==> config.mk <==
export PLATFORM = sky130hd
export DESIGN_NAME = decode_stage
export DESIGN_NICKNAME = d
export VERILOG_FILES = /design/src/rtl/decode_stage.sv
export SDC_FILE = /design/constraint.sdc
export NUM_CORES = 1
export LEC_CHECK = 0
export CAP_MARGIN = 10
export CORE_AREA = 2 2 164 86
export DETAILED_ROUTE_END_ITERATION = 16
export DIE_AREA = 0 0 166 88
export PLACE_DENSITY = 0.86
export SLEW_MARGIN = 20
export SYNTH_ARGS = -nofsm -noshare
export SYNTH_HDL_FRONTEND = slang
export SYNTH_SLANG_ARGS = --single-unit
==> constraint.sdc <==
create_clock -name clk -period 2.7 [get_ports clk]
set_input_delay 0.405 -clock clk [delete_from_list [all_inputs] [get_ports clk]]
set_output_delay 0.405 -clock clk [all_outputs]
set_load 0.01 [all_outputs]
==> src/rtl/decode_stage.sv <==
// Purpose : registered RV32I/RV64I decode; splits fields, builds immediates/controls, flags illegal opcodes.
// Latency : one cycle from input accept to out_valid.
// Backpr. : in_ready = (!out_valid || out_ready) && !hazard && !flush; outputs hold while stalled downstream.
//
// Ports:
//   clk, rst_n            clock (rising edge), asynchronous active-low reset
//   flush                 discards held bundle and any pending stall
//   in_valid/in_ready     fetch-side handshake; in_instr/in_pc carry the instruction
//   out_valid/out_ready   execute-side handshake; out_* carry the decoded bundle
//   stall_count           saturating count of load-use bubbles inserted
module decode_stage #(
    parameter int XLEN    = 32,
    parameter int SHAMT_W = 5
) (
    input  logic               clk,
    input  logic               rst_n,
    input  logic               flush,
    input  logic               in_valid,
    output logic               in_ready,
    input  logic [31:0]        in_instr,
    input  logic [XLEN-1:0]    in_pc,
    output logic               out_valid,
    input  logic               out_ready,
    output logic [XLEN-1:0]    out_pc,
    output logic [6:0]         out_opcode,
    output logic [4:0]         out_rd,
    output logic [4:0]         out_rs1,
    output logic [4:0]         out_rs2,
    output logic [2:0]         out_funct3,
    output logic [6:0]         out_funct7,
    output logic [XLEN-1:0]    out_imm,
    output logic [SHAMT_W-1:0] out_shamt,
    output logic               out_RegWrite,
    output logic               out_MemRead,
    output logic               out_MemWrite,
    output logic               out_MemtoReg,
    output logic               out_ALUSrc,
    output logic               out_Branch,
    output logic               out_Jump,
    output logic [1:0]         out_ALUOp,
    output logic               out_illegal,
    output logic [15:0]        stall_count
);

    localparam logic [6:0] OP_R    = 7'b0110011;
    localparam logic [6:0] OP_I    = 7'b0010011;
    localparam logic [6:0] OP_LD   = 7'b0000011;
    localparam logic [6:0] OP_ST   = 7'b0100011;
    localparam logic [6:0] OP_BR   = 7'b1100011;
    localparam logic [6:0] OP_JAL  = 7'b1101111;
    localparam logic [6:0] OP_JALR = 7'b1100111;
    localparam logic [6:0] OP_LUI  = 7'b0110111;
    localparam logic [6:0] OP_AUI  = 7'b0010111;

    // ------------------------------------------------------------------
    // Field extraction and immediates (built 32 bits wide, then
    // sign-extended to XLEN so the same code serves RV32 and RV64).
    // ------------------------------------------------------------------
    logic [6:0]  w_opcode;
    logic [4:0]  w_rd, w_rs1, w_rs2;
    logic [2:0]  w_funct3;
    logic [6:0]  w_funct7;
    logic [31:0] w_imm_i32, w_imm_s32, w_imm_b32, w_imm_j32, w_imm_u32;

    assign w_opcode  = in_instr[6:0];
    assign w_rd      = in_instr[11:7];
    assign w_funct3  = in_instr[14:12];
    assign w_rs1     = in_instr[19:15];
    assign w_rs2     = in_instr[24:20];
    assign w_funct7  = in_instr[31:25];

    assign w_imm_i32 = {{20{in_instr[31]}}, in_instr[31:20]};
    assign w_imm_s32 = {{20{in_instr[31]}}, in_instr[31:25], in_instr[11:7]};
    assign w_imm_b32 = {{19{in_instr[31]}}, in_instr[31], in_instr[7],
                        in_instr[30:25], in_instr[11:8], 1'b0};
    assign w_imm_j32 = {{11{in_instr[31]}}, in_instr[31], in_instr[19:12],
                        in_instr[20], in_instr[30:21], 1'b0};
    assign w_imm_u32 = {in_instr[31:12], 12'b0};

    // ------------------------------------------------------------------
    // Control decode
    // ------------------------------------------------------------------
    logic [XLEN-1:0]    w_imm;
    logic [SHAMT_W-1:0] w_shamt;
    logic               w_regwrite, w_memread, w_memwrite, w_memtoreg;
    logic               w_alusrc, w_branch, w_jump, w_illegal;
    logic [1:0]         w_aluop;
    logic               w_use_rs1, w_use_rs2;

    always_comb begin
        w_imm      = '0;
        w_shamt    = '0;
        w_regwrite = 1'b0;
        w_memread  = 1'b0;
        w_memwrite = 1'b0;
        w_memtoreg = 1'b0;
        w_alusrc   = 1'b0;
        w_branch   = 1'b0;
        w_jump     = 1'b0;
        w_aluop    = 2'b00;
        w_illegal  = 1'b0;
        // rs1 is a real source for everything except lui/auipc/jal;
        // illegal opcodes are treated conservatively as reading rs1.
        w_use_rs1  = 1'b1;
        w_use_rs2  = 1'b0;
        unique case (w_opcode)
            OP_R: begin
                w_regwrite = 1'b1;
                w_aluop    = 2'b10;
                w_use_rs2  = 1'b1;
            end
            OP_I: begin
                w_regwrite = 1'b1;
                w_alusrc   = 1'b1;
                w_aluop    = 2'b11;
                w_imm      = XLEN'($signed(w_imm_i32));
                if (w_funct3 == 3'b001 || w_funct3 == 3'b101)
                    w_shamt = in_instr[20 +: SHAMT_W];
            end
            OP_LD: begin
                w_regwrite = 1'b1;
                w_memread  = 1'b1;
                w_memtoreg = 1'b1;
                w_alusrc   = 1'b1;
                w_imm      = XLEN'($signed(w_imm_i32));
            end
            OP_ST: begin
                w_memwrite = 1'b1;
                w_alusrc   = 1'b1;
                w_imm      = XLEN'($signed(w_imm_s32));
                w_use_rs2  = 1'b1;
            end
            OP_BR: begin
                w_branch   = 1'b1;
                w_aluop    = 2'b01;
                w_imm      = XLEN'($signed(w_imm_b32));
                w_use_rs2  = 1'b1;
            end
            OP_JAL: begin
                w_regwrite = 1'b1;
                w_jump     = 1'b1;
                w_alusrc   = 1'b1;
                w_imm      = XLEN'($signed(w_imm_j32));
                w_use_rs1  = 1'b0;
            end
            OP_JALR: begin
                w_regwrite = 1'b1;
                w_jump     = 1'b1;
                w_alusrc   = 1'b1;
                w_imm      = XLEN'($signed(w_imm_i32));
            end
            OP_LUI, OP_AUI: begin
                w_regwrite = 1'b1;
                w_alusrc   = 1'b1;
                w_imm      = XLEN'($signed(w_imm_u32));
                w_use_rs1  = 1'b0;
            end
            default: begin
                w_illegal  = 1'b1;
            end
        endcase
    end

    // ------------------------------------------------------------------
    // Pipeline register and handshake
    // ------------------------------------------------------------------
    logic               r_vld;
    logic [XLEN-1:0]    r_pc;
    logic [6:0]         r_opcode;
    logic [4:0]         r_rd, r_rs1, r_rs2;
    logic [2:0]         r_funct3;
    logic [6:0]         r_funct7;
    logic [XLEN-1:0]    r_imm;
    logic [SHAMT_W-1:0] r_shamt;
    logic               r_regwrite, r_memread, r_memwrite, r_memtoreg;
    logic               r_alusrc, r_branch, r_jump, r_illegal;
    logic [1:0]         r_aluop;
    logic [15:0]        r_stall_cnt;

    logic w_hazard;
    logic w_in_ready;
    logic w_accept;

    // Load-use: the load held in the output register writes a register
    // the incoming instruction reads. x0 is never a real dependency.
    assign w_hazard = r_vld && r_memread && (r_rd != 5'd0) && in_valid &&
                      ((w_use_rs1 && (w_rs1 == r_rd)) ||
                       (w_use_rs2 && (w_rs2 == r_rd)));

    // rst_n gate keeps in_ready low while reset is held.
    assign w_in_ready = rst_n && (!r_vld || out_ready) && !w_hazard && !flush;
    assign w_accept   = in_valid && w_in_ready;

    always_ff @(posedge clk or negedge rst_n) begin
        if (!rst_n) begin
            r_vld       <= 1'b0;
            r_pc        <= '0;
            r_opcode    <= '0;
            r_rd        <= '0;
            r_rs1       <= '0;
            r_rs2       <= '0;
            r_funct3    <= '0;
            r_funct7    <= '0;
            r_imm       <= '0;
            r_shamt     <= '0;
            r_regwrite  <= 1'b0;
            r_memread   <= 1'b0;
            r_memwrite  <= 1'b0;
            r_memtoreg  <= 1'b0;
            r_alusrc    <= 1'b0;
            r_branch    <= 1'b0;
            r_jump      <= 1'b0;
            r_aluop     <= 2'b00;
            r_illegal   <= 1'b0;
            r_stall_cnt <= '0;
        end else begin
            if (flush) begin
                r_vld <= 1'b0;
            end else if (w_accept) begin
                r_vld      <= 1'b1;
                r_pc       <= in_pc;
                r_opcode   <= w_opcode;
                r_rd       <= w_rd;
                r_rs1      <= w_rs1;
                r_rs2      <= w_rs2;
                r_funct3   <= w_funct3;
                r_funct7   <= w_funct7;
                r_imm      <= w_imm;
                r_shamt    <= w_shamt;
                r_regwrite <= w_regwrite;
                r_memread  <= w_memread;
                r_memwrite <= w_memwrite;
                r_memtoreg <= w_memtoreg;
                r_alusrc   <= w_alusrc;
                r_branch   <= w_branch;
                r_jump     <= w_jump;
                r_aluop    <= w_aluop;
                r_illegal  <= w_illegal;
            end else if (out_ready) begin
                // Bundle left with nothing to replace it: bubble.
                r_vld <= 1'b0;
            end

            // A bubble is only inserted when the load actually leaves;
            // a flush in the same cycle cancels it.
            if (w_hazard && out_ready && !flush && (r_stall_cnt != 16'hFFFF))
                r_stall_cnt <= r_stall_cnt + 16'd1;
        end
    end

    assign in_ready     = w_in_ready;
    assign out_valid    = r_vld;
    assign out_pc       = r_pc;
    assign out_opcode   = r_opcode;
    assign out_rd       = r_rd;
    assign out_rs1      = r_rs1;
    assign out_rs2      = r_rs2;
    assign out_funct3   = r_funct3;
    assign out_funct7   = r_funct7;
    assign out_imm      = r_imm;
    assign out_shamt    = r_shamt;
    assign out_RegWrite = r_regwrite;
    assign out_MemRead  = r_memread;
    assign out_MemWrite = r_memwrite;
    assign out_MemtoReg = r_memtoreg;
    assign out_ALUSrc   = r_alusrc;
    assign out_Branch   = r_branch;
    assign out_Jump     = r_jump;
    assign out_ALUOp    = r_aluop;
    assign out_illegal  = r_illegal;
    assign stall_count  = r_stall_cnt;

endmodule

==> impl_metrics.env, run 1 <==
export IMPL_crit_fanout=2
export IMPL_clkPwrFrac_pct=42.2
export IMPL_viasPerCell=5.03
export IMPL_tightest_slew_ns=0.801
export IMPL_nNetsFinal=755
export IMPL_status="complete, no violations"
export IMPL_yosysWarningCount=0
export IMPL_yosysTopAreaCell="dfrtp_1"
export IMPL_syn_area_per_cell_um2=13.3
export IMPL_maxCapViolCount=0
export IMPL_yosysMostFrequentCell="dfrtp_1"
export IMPL_synth_cell_types=50
export IMPL_worstRegToRegCells=10
export IMPL_crit_family="simple AND/OR/NAND/NOR gates"
export IMPL_antenna_found_initial=1
export IMPL_hold_violations=0
export IMPL_cpPeakStageDelay_ns=0.50
export IMPL_drc=0
export IMPL_synth_edff_count=0
export IMPL_timing_final_ws_setup_ns=0.0245
export IMPL_clock_path_buffers=2
export IMPL_p_switching_mw=1.47
export IMPL_regToRegSetupSlack_ns=0.21
export IMPL_path_class="primary input to output port"
export IMPL_rsz0062_at_grt="no"
export IMPL_p_per_area_nw_per_um2=677
export IMPL_grt_start_max_net_pins=63
export IMPL_gp_congestion=0.864
export IMPL_peakVddDrop_mv=0.367
export IMPL_finalCriticalPeriod_ns=2.68
export IMPL_synth_flop_cell="dfrtp_1"
export IMPL_seqCellArea_um2=3180
export IMPL_cts_tree="yes"
export IMPL_diodes=0
export IMPL_cp_end_kind="output port"
export IMPL_multiInputGateArea_um2=2430
export IMPL_grt_pass1_vias=4755
export IMPL_rr_startpoint="out_rd[1]$_DFFE_PN0P_"
export IMPL_firstDrtPassIters=4
export IMPL_cp_start_kind="primary input"
export IMPL_p_leak_nw=4.28
export IMPL_combPwrFrac_pct=20.7
export IMPL_clock_skew_final_ns=0.00866
export IMPL_swShare_pct=24.0
export IMPL_io_buffers=197
export IMPL_required_ns=2.30
export IMPL_slew_limit_headroom_pct=46.6
export IMPL_min_path_type="primary input to asynchronous set/reset pin"
export IMPL_h_tree_depth=4
export IMPL_max_freq_ghz=0.374
export IMPL_path_cells="clkdlybuf4s50_1 > and4b_1 > and4_1 > nor4_2 > nor2_2 > nor2_1 > nor4bb_1 > buf_2"
export IMPL_postRouteAntennaNets=0
export IMPL_finalInstanceArea_um2=9020
export IMPL_layout_drive_gt1_share_pct=24.9
export IMPL_clk_pin_slew_ns=0.06
export IMPL_final_util_pct=68.5
export IMPL_cp_num_buf_inv=2
export IMPL_clk_latency_ns=0.41
export IMPL_finalCritPeriodShare_pct=99.1
export IMPL_ys_seq_elements=127
export IMPL_cts_num_sinks=127
export IMPL_ys_top_cells_by_count="dfrtp_1, mux2_4, inv_1"
export IMPL_grt_pass1_wl_mm=26.4
export IMPL_drv_slew=0
export IMPL_die_area_um2=14600
export IMPL_wirelength_mm=16.9
export IMPL_synth_seq_area_share_pct=53.9
export IMPL_cts_buffers_inserted=17
export IMPL_p_int_mw=4.64
export IMPL_syn_nets=512
export IMPL_syn_inst=442
export IMPL_pre_cts_ws_ns=-0.359
export IMPL_synth_area_um2=5890
export IMPL_grt_usage_pct=23.6
export IMPL_rows=30
export IMPL_dieHeight_um=88
export IMPL_num_vias=4400
export IMPL_grt_ovfl_total=0
export IMPL_root_buffer="clkbuf_16"
export IMPL_reg2reg_to="out_imm[7]$_DFFE_PN0P_"
export IMPL_routedWlPerCell_um=19.4
export IMPL_critPathSlowestCell="clkdlybuf4s50_1"
export IMPL_dieWidth_um=166
export IMPL_synth_async_sr_flop_share_pct=100
export IMPL_start_util_pct=44.7
export IMPL_dp_hpwl_mm=12.6
export IMPL_synth_top_area_share_pct=53.9
export IMPL_critPathArrivalTime_ns=2.27
export IMPL_power_frac_seq_pct=37.1
export IMPL_fillers=914
export IMPL_core_area_um2=13200
export IMPL_synth_area_top_cells="dfrtp_1, mux2_4, mux2i_1, mux2_2, inv_1"
export IMPL_area_growth_pct=53.1
export IMPL_setup_violations=0
export IMPL_num_io_pins=198
export IMPL_detail_route_iter0_violations=298
export IMPL_placed_area_um2=8330
-- placed cells by master, fill, tap and decap left out, drive strengths merged, types with 4 or more instances in the layout --
| master | count |
|---|---|
| a21oi | 19 |
| a22o | 4 |
| buf | 48 |
| bufinv | 5 |
| clkbuf | 20 |
| clkdlybuf4s50 | 195 |
| dfrtp | 127 |
| inv | 38 |
| mux2 | 79 |
| mux2i | 34 |
| nand2 | 26 |
| nand3 | 9 |
| nor2 | 12 |
| nor3 | 9 |
| nor4 | 7 |
| xnor2 | 10 |
| xor2 | 14 |
-- area by class of cell --
| type | instances | area share (%) |
|---|---|---|
| tap | 176 | 2.44 |
| clock buffer | 20 | 5.17 |
| timing repair buffer | 244 | 26.4 |
| multi-input combinational | 259 | 27.0 |
| inverter | 36 | 1.50 |
| clock inverter | 12 | 2.27 |
| sequential | 127 | 35.2 |
-- through the flow --
stage,total power [mW],hold WS (ns),TNS (ns),instances
after detailed placement,3.56,0.215,-6.49,839
after global routing,6.36,0.357,0,874
after floorplan,2.79,0.109,0,442
final,6.11,0.361,0,874
after CTS,6.18,0.347,0,874
after global placement,3.52,0.215,-3.74,839
-- power groups by stage --
stage / clock, mW / combinational (mW) / sequential (mW)
floorplan: 0 / 0.397 / 2.39
global placement: 0 / 1.24 / 2.28
detailed placement: 0 / 1.26 / 2.30
CTS: 2.63 / 1.28 / 2.27
global route: 2.72 / 1.34 / 2.29
finish: 2.58 / 1.27 / 2.27
-- how the worst max path moves through the flow --
stage | startpoint | depth (start not counted) | end | slack (ns)
after detailed placement | in_instr[4] | 8 | in_ready | -0.36
final | in_instr[4] | 8 | in_ready | 0.02
after floorplan | in_instr[6] | 7 | in_ready | 0.51
after CTS | in_instr[4] | 8 | in_ready | 0.06
after global placement | in_instr[4] | 8 | in_ready | -0.25
after global routing | in_instr[4] | 8 | in_ready | 0.007
-- registers in the layout, indices dropped and copies added (netlist names), 2 cells and up --
register and count:
stall_count 16, out_funct7 7, out_shamt 5, out_ALUOp 2, out_opcode 7, out_rs2 5
out_rd 5, out_funct3 3, out_imm 32, out_rs1 5, out_pc 32
-- per-layer routing --
metal  track usage [%]  share of wire [%]  vias up
met4              6.01                1.2        0
met1              30.9                 45     2184
met3              10.7                9.5       20
li1                  -                  -     2015
met2              36.2                 44      181
met5                 0                  0        -
-- cells by family after synthesis --
family                   synth area share, %
adder cells (fa/ha/maj)                0.212
XOR/XNOR                                3.57
multiplexers                            24.4
AND/OR/NAND/NOR                         8.98
flip-flops                              53.9
buffers and inverters                   4.95
AO/OA/AOI/OAI                           3.95
-- what timing repair did --
item | CTS | global route
buffers inserted | 2 | 0
hold buffers | 1 | 0
endpoints found under the hold margin | 5 | 0
gates resized for setup | 5 | 0
endpoints found under the setup margin | 1 | 0
Note: power is estimated with default switching activity, not from simulation.
==> run 2, diff against run 1 <==
CORE_AREA = 2 2 122 124   (was 2 2 164 86)
DIE_AREA = 0 0 124 126   (was 0 0 166 88)
PLACE_DENSITY = 0.83   (was 0.86)
clock period = 2.35 ns   (was 2.7 ns; I/O delays follow)
==> run 2 against run 1 <==
Effect of this change:
- clock power increased by 10%
- core utilization decreased by 1.1 points
- the flow now finishes with violations (setup timing)
- count of clock-buffer cells in the layout decreased by 1
- wire length increased by 2.5%
- sequential share of layout area decreased by 2.3 points
- critical path type unchanged
- register-to-register slack got worse by 0.25 ns
- worst hold slack improved by 0.0035 ns
- sequential power increased by 15%
- via count increased by 5.7%
==> impl_metrics.env, run 2 (synthesis gave the netlist of run 1 again) <==
export IMPL_num_io_pins=198
export IMPL_violations="setup timing"
export IMPL_clock_path_buffers=2
export IMPL_grt_pass1_vias=4841
export IMPL_maxCapViolCount=0
export IMPL_rsz0062_at_grt="yes"
export IMPL_root_buffer="clkbuf_16"
export IMPL_viasPerCell=5.10
export IMPL_mostFrequentLayoutCells="clkdlybuf4s50_1, dfrtp_1, mux2_4"
export IMPL_timing_final_ws_setup_ns=-0.0769
export IMPL_crit_start="in_instr[5]"
export IMPL_firstDrtPassIters=4
export IMPL_grt_usage_pct=21.5
export IMPL_min_path_type="primary input to register"
export IMPL_nNetsFinal=785
export IMPL_cp_endpoint="in_ready"
export IMPL_finalInstanceArea_um2=9650
export IMPL_p_per_area_nw_per_um2=732
export IMPL_wirelength_mm=17.4
export IMPL_grt_ovfl_total=0
export IMPL_setup_violations=68
export IMPL_clk_pin_slew_ns=0.05
export IMPL_start_util_pct=41.2
export IMPL_routedWlPerCell_um=19.0
export IMPL_required_ns=2.00
export IMPL_die_area_um2=15600
export IMPL_layout_drive_gt1_share_pct=29.8
export IMPL_peakVddDrop_mv=0.507
export IMPL_critPathArrivalTime_ns=2.07
export IMPL_dieHeight_um=126
export IMPL_regToRegSetupSlack_ns=-0.04
export IMPL_clock_skew_final_ns=0.0114
export IMPL_worstRegToRegCells=10
export IMPL_fin_tns_setup_ns=-1.63
export IMPL_placed_area_um2=8470
export IMPL_detail_route_iter0_violations=227
export IMPL_grt_start_max_net_pins=65
export IMPL_rr_startpoint="out_rd[0]$_DFFE_PN0P_"
export IMPL_cts_tree="yes"
export IMPL_diodes=0
export IMPL_rows=44
export IMPL_area_growth_pct=63.6
export IMPL_grt_use_met1_pct=26.2
export IMPL_crit_fanout=2
export IMPL_slew_limit_headroom_pct=45.9
export IMPL_fillers=1010
export IMPL_max_freq_ghz=0.412
export IMPL_h_tree_depth=4
export IMPL_use_met3_pct=6.97
export IMPL_num_vias=4649
export IMPL_gr_max_usage_layer="met2"
export IMPL_cts_num_sinks=127
export IMPL_clk_latency_ns=0.41
export IMPL_io_buffers=197
export IMPL_drc=0
export IMPL_power_mw=7.06
export IMPL_p_leak_nw=4.66
export IMPL_hold_violations=0
export IMPL_dp_hpwl_mm=12.0
export IMPL_reg2reg_to="out_pc[3]$_DFFE_PN0P_"
export IMPL_tightest_slew_ns=0.812
export IMPL_finalCriticalPeriod_ns=2.43
export IMPL_core_area_um2=14300
export IMPL_dieWidth_um=124
export IMPL_use_met2_pct=35.8
export IMPL_final_util_pct=67.4
export IMPL_path_class="primary input to output port"
export IMPL_antenna_found_initial=1
export IMPL_finalCritPeriodShare_pct=103
export IMPL_postRouteAntennaNets=0
export IMPL_cp_start_kind="primary input"
export IMPL_gp_congestion=0.818
export IMPL_status="finished, violations left"
export IMPL_drv_slew=0
export IMPL_final_common_cell="clkdlybuf4s50_1"
export IMPL_cts_buffers_inserted=17
export IMPL_cp_end_kind="output port"
export IMPL_grt_pass1_wl_mm=25.5
## run 2: per-stage QoR
step,hold slack (ns),instances,setup slack [ns]
floorplan,0.0569,442,0.176
global placement,0.400,861,-0.552
detailed placement,0.418,861,-0.567
CTS,0.376,895,-0.0828
global route,0.352,911,-0.180
finish,0.364,911,-0.0769
## run 2: where the power goes
part           switching [mW]  internal (mW)  leakage (nW)
logic                   0.576           1.04          2.72
clock network           0.942           1.89         0.312
registers               0.164           2.44          1.63
## run 2: critical path, stage by stage
cell             delay [ns]
clkdlybuf4s50_1        0.48
and4b_1                0.24
and4_4                 0.27
nor4_4                 0.06
nor2_2                 0.13
nor2_1                 0.06
nor4bb_1               0.28
buf_2                  0.20
## run 2: final cells by class
type / instances / area, um^2 / share of cell area [%]
flip-flops and latches: 127 / 3180 / 32.9
repair buffers: 274 / 2880 / 29.9
multi-input cells: 259 / 2580 / 26.8
clock buffers: 19 / 443 / 4.59
well taps: 184 / 230 / 2.39
clock inverters: 12 / 191 / 1.98
inverters: 36 / 135 / 1.40
## run 2: how the worst min path moves through the flow
| stage | start | endpoint | slack, ns | cells after the start |
|---|---|---|---|---|
| 2_1_floorplan | rst_n | out_ALUOp[0]$_DFFE_PN0P_ | 0.06 | 0 |
| 3_3_place_gp | rst_n | out_valid$_DFFE_PN0P_ | 0.40 | 2 |
| 3_5_place_dp | rst_n | out_valid$_DFFE_PN0P_ | 0.42 | 2 |
| 4_1_cts | in_instr[0] | out_opcode[0]$_DFFE_PN0P_ | 0.38 | 2 |
| 5_1_grt | in_instr[4] | out_opcode[4]$_DFFE_PN0P_ | 0.35 | 3 |
| 6_report | in_instr[4] | out_opcode[4]$_DFFE_PN0P_ | 0.36 | 3 |
## run 2: what timing repair did
action,4_1_cts,5_1_grt
endpoints found under the hold margin,63,0
endpoints found under the setup margin,2,100
pin swaps,6,10
hold buffers,1,0
cloned,0,7
resized for setup,12,57
buffers inserted,2,10
## run 2: layer usage
layer  share of wire (%)  wire (um)  up-vias
met4                 1.2        211        0
met2                  50       8740      178
li1                    -          -     2075
met5                   0          0        -
met3                 6.4       1110       22
met1                  42       7290     2374
==> run 3, diff against run 2 <==
GPL_ROUTABILITY_DRIVEN = 0   (was not set)
GPL_TIMING_DRIVEN = 0   (was not set)
==> run 3 against run 2 <==
Effect of this change:
- the flow finishes with violations (hold timing, setup timing)
- flip-flop and latch count unchanged
- critical path depth down 3
- sequential power about the same
- clock skew decreased by 0.0037 ns
- power fell by 5.1%
- combinational power is 13% lower
==> impl_metrics.env, run 3 (synthesis gave the netlist of run 1 again) <==
export IMPL_status="finished, violations left"
export IMPL_violations="hold timing, setup timing"
export IMPL_clkPwrFrac_pct=40.2
export IMPL_grt_pass1_vias=4599
export IMPL_routedWlPerCell_um=18.7
export IMPL_fin_tns_setup_ns=-0.0690
export IMPL_power_mw=6.70
export IMPL_grt_start_max_net_pins=84
export IMPL_finalCritPeriodShare_pct=103
export IMPL_p_switching_mw=1.67
export IMPL_dieWidth_um=124
export IMPL_placed_area_um2=8120
export IMPL_p_int_mw=5.03
export IMPL_viasPerCell=5.03
export IMPL_final_util_pct=61.8
export IMPL_firstDrtPassIters=4
export IMPL_h_tree_depth=4
export IMPL_power_frac_seq_pct=38.9
export IMPL_combPwrFrac_pct=21.0
export IMPL_clock_skew_final_ns=0.00776
export IMPL_clk_pin_slew_ns=0.06
export IMPL_p_leak_nw=4.21
export IMPL_peakVddDrop_mv=0.447
export IMPL_crit_fanout=2
export IMPL_cts_num_sinks=127
export IMPL_hold_violations=2
export IMPL_critPathArrivalTime_ns=2.07
export IMPL_pre_cts_ws_ns=-0.810
export IMPL_finalCriticalPeriod_ns=2.42
export IMPL_timing_final_ws_setup_ns=-0.0690
export IMPL_clock_path_buffers=2
export IMPL_diodes=0
export IMPL_grt_pass1_wl_mm=25.0
export IMPL_layout_drive_gt1_share_pct=24.0
export IMPL_num_io_pins=198
export IMPL_wirelength_mm=16.1
export IMPL_grt_ovfl_total=0
export IMPL_slew_limit_headroom_pct=48.7
export IMPL_swShare_pct=25.0
export IMPL_mostFrequentLayoutCells="clkdlybuf4s50_1, dfrtp_1, mux2_4"
export IMPL_p_per_area_nw_per_um2=758
export IMPL_dieHeight_um=126
export IMPL_dp_cells=823
export IMPL_nNetsFinal=736
export IMPL_regToRegSetupSlack_ns=0.09
export IMPL_required_ns=2.00
export IMPL_min_path_type="primary input to asynchronous set/reset pin"
export IMPL_cts_tree="yes"
export IMPL_max_freq_ghz=0.413
export IMPL_num_vias=4338
export IMPL_finalInstanceArea_um2=8840
export IMPL_area_growth_pct=50.0
export IMPL_rsz0062_at_grt="yes"
export IMPL_grt_usage_pct=21.2
export IMPL_root_buffer="clkbuf_16"
export IMPL_detail_route_iter0_violations=166
export IMPL_dp_hpwl_mm=11.3
export IMPL_maxCapViolCount=0
export IMPL_core_area_um2=14300
export IMPL_fillers=1138
export IMPL_path_class="register to output port"
export IMPL_rows=44
export IMPL_postRouteAntennaNets=0
export IMPL_die_area_um2=15600
export IMPL_drc=0
export IMPL_drv_slew=0
export IMPL_antenna_found_initial=0
export IMPL_setup_violations=1
export IMPL_instances_no_fill=863
export IMPL_final_common_cell="clkdlybuf4s50_1"
export IMPL_cp_end_kind="output port"
export IMPL_io_buffers=196
export IMPL_clk_latency_ns=0.42
export IMPL_cts_buffers_inserted=17
export IMPL_start_util_pct=41.2
export IMPL_cp_start_kind="register"
export IMPL_tightest_slew_ns=0.770
export IMPL_hold_ws_ns=-0.0123
-- run 3: cell count changes in the layout (fill, tap and decap cells not counted), sizes merged --
cell and change:
buf -41, dlygate4sd3 -1, clkdlybuf4s50 -7, inv +1
clkbuf -7, dlymetal6s2s +5, bufinv -2, clkinvlp +3
dlygate4sd2 +1
-- run 3: power by group through the flow --
| stage | clock (mW) | sequential [mW] | combinational [mW] |
|---|---|---|---|
| floorplan | 0 | 2.75 | 0.457 |
| global placement | 0 | 2.63 | 1.34 |
| detailed placement | 0 | 2.65 | 1.37 |
| CTS | 2.74 | 2.60 | 1.42 |
| global route | 2.84 | 2.63 | 1.50 |
| finish | 2.69 | 2.60 | 1.40 |
-- run 3: worst paths after layout --
check	endpoint	startpoint	cells after the start
worst min register to register	stall_count[10]$_DFFE_PN0P_	stall_count[10]$_DFFE_PN0P_	1
worst max register to register	stall_count[12]$_DFFE_PN0P_	out_rd[3]$_DFFE_PN0P_	7
min in group clk	out_Branch$_DFFE_PN0P_	in_instr[6]	3
worst min-delay path	out_pc[0]$_DFFE_PN0P_	rst_n	1
worst max-delay path	in_ready	out_rd[3]$_DFFE_PN0P_	5
max in group asynchronous	out_imm[21]$_DFFE_PN0P_	rst_n	2
-- run 3: final cells by class --
cell class              count  area, um^2  area share (%)
repair buffers            206        2060            23.3
plain buffers              19         153            1.73
inverters                  36         135            1.53
well taps                 184         230            2.60
multi-input cells         259        2470            28.0
clock buffers              18         439            4.97
flip-flops and latches    127        3180            36.0
clock inverters            14         166            1.88
-- run 3: metal layers --
layer  wire length, um  share of wire (%)  up-vias  track usage, %
li1                  -                  -     1977               -
met1              6720                 42     2182            27.1
met2              7950                 49      160            34.2
met3              1180                7.3       19            6.25
met4               271                1.7        0            7.34
met5                 0                  0        -               0
-- run 3: worst max-delay path, stage by stage, from the launching register on --
cell and delay [ns]:
dfrtp_2 0.41, or4_4 0.53, o2111ai_2 0.19, nor2_1 0.07
nor4bb_1 0.25, buf_2 0.19
-- run 3: what timing repair did --
action | 4_1_cts | 5_1_grt
pin swaps | 6 | 4
buffers inserted | 8 | 1
endpoints found under the setup margin | 113 | 111
cloned | 0 | 0
resized for setup | 20 | 7
hold buffers | 0 | 0
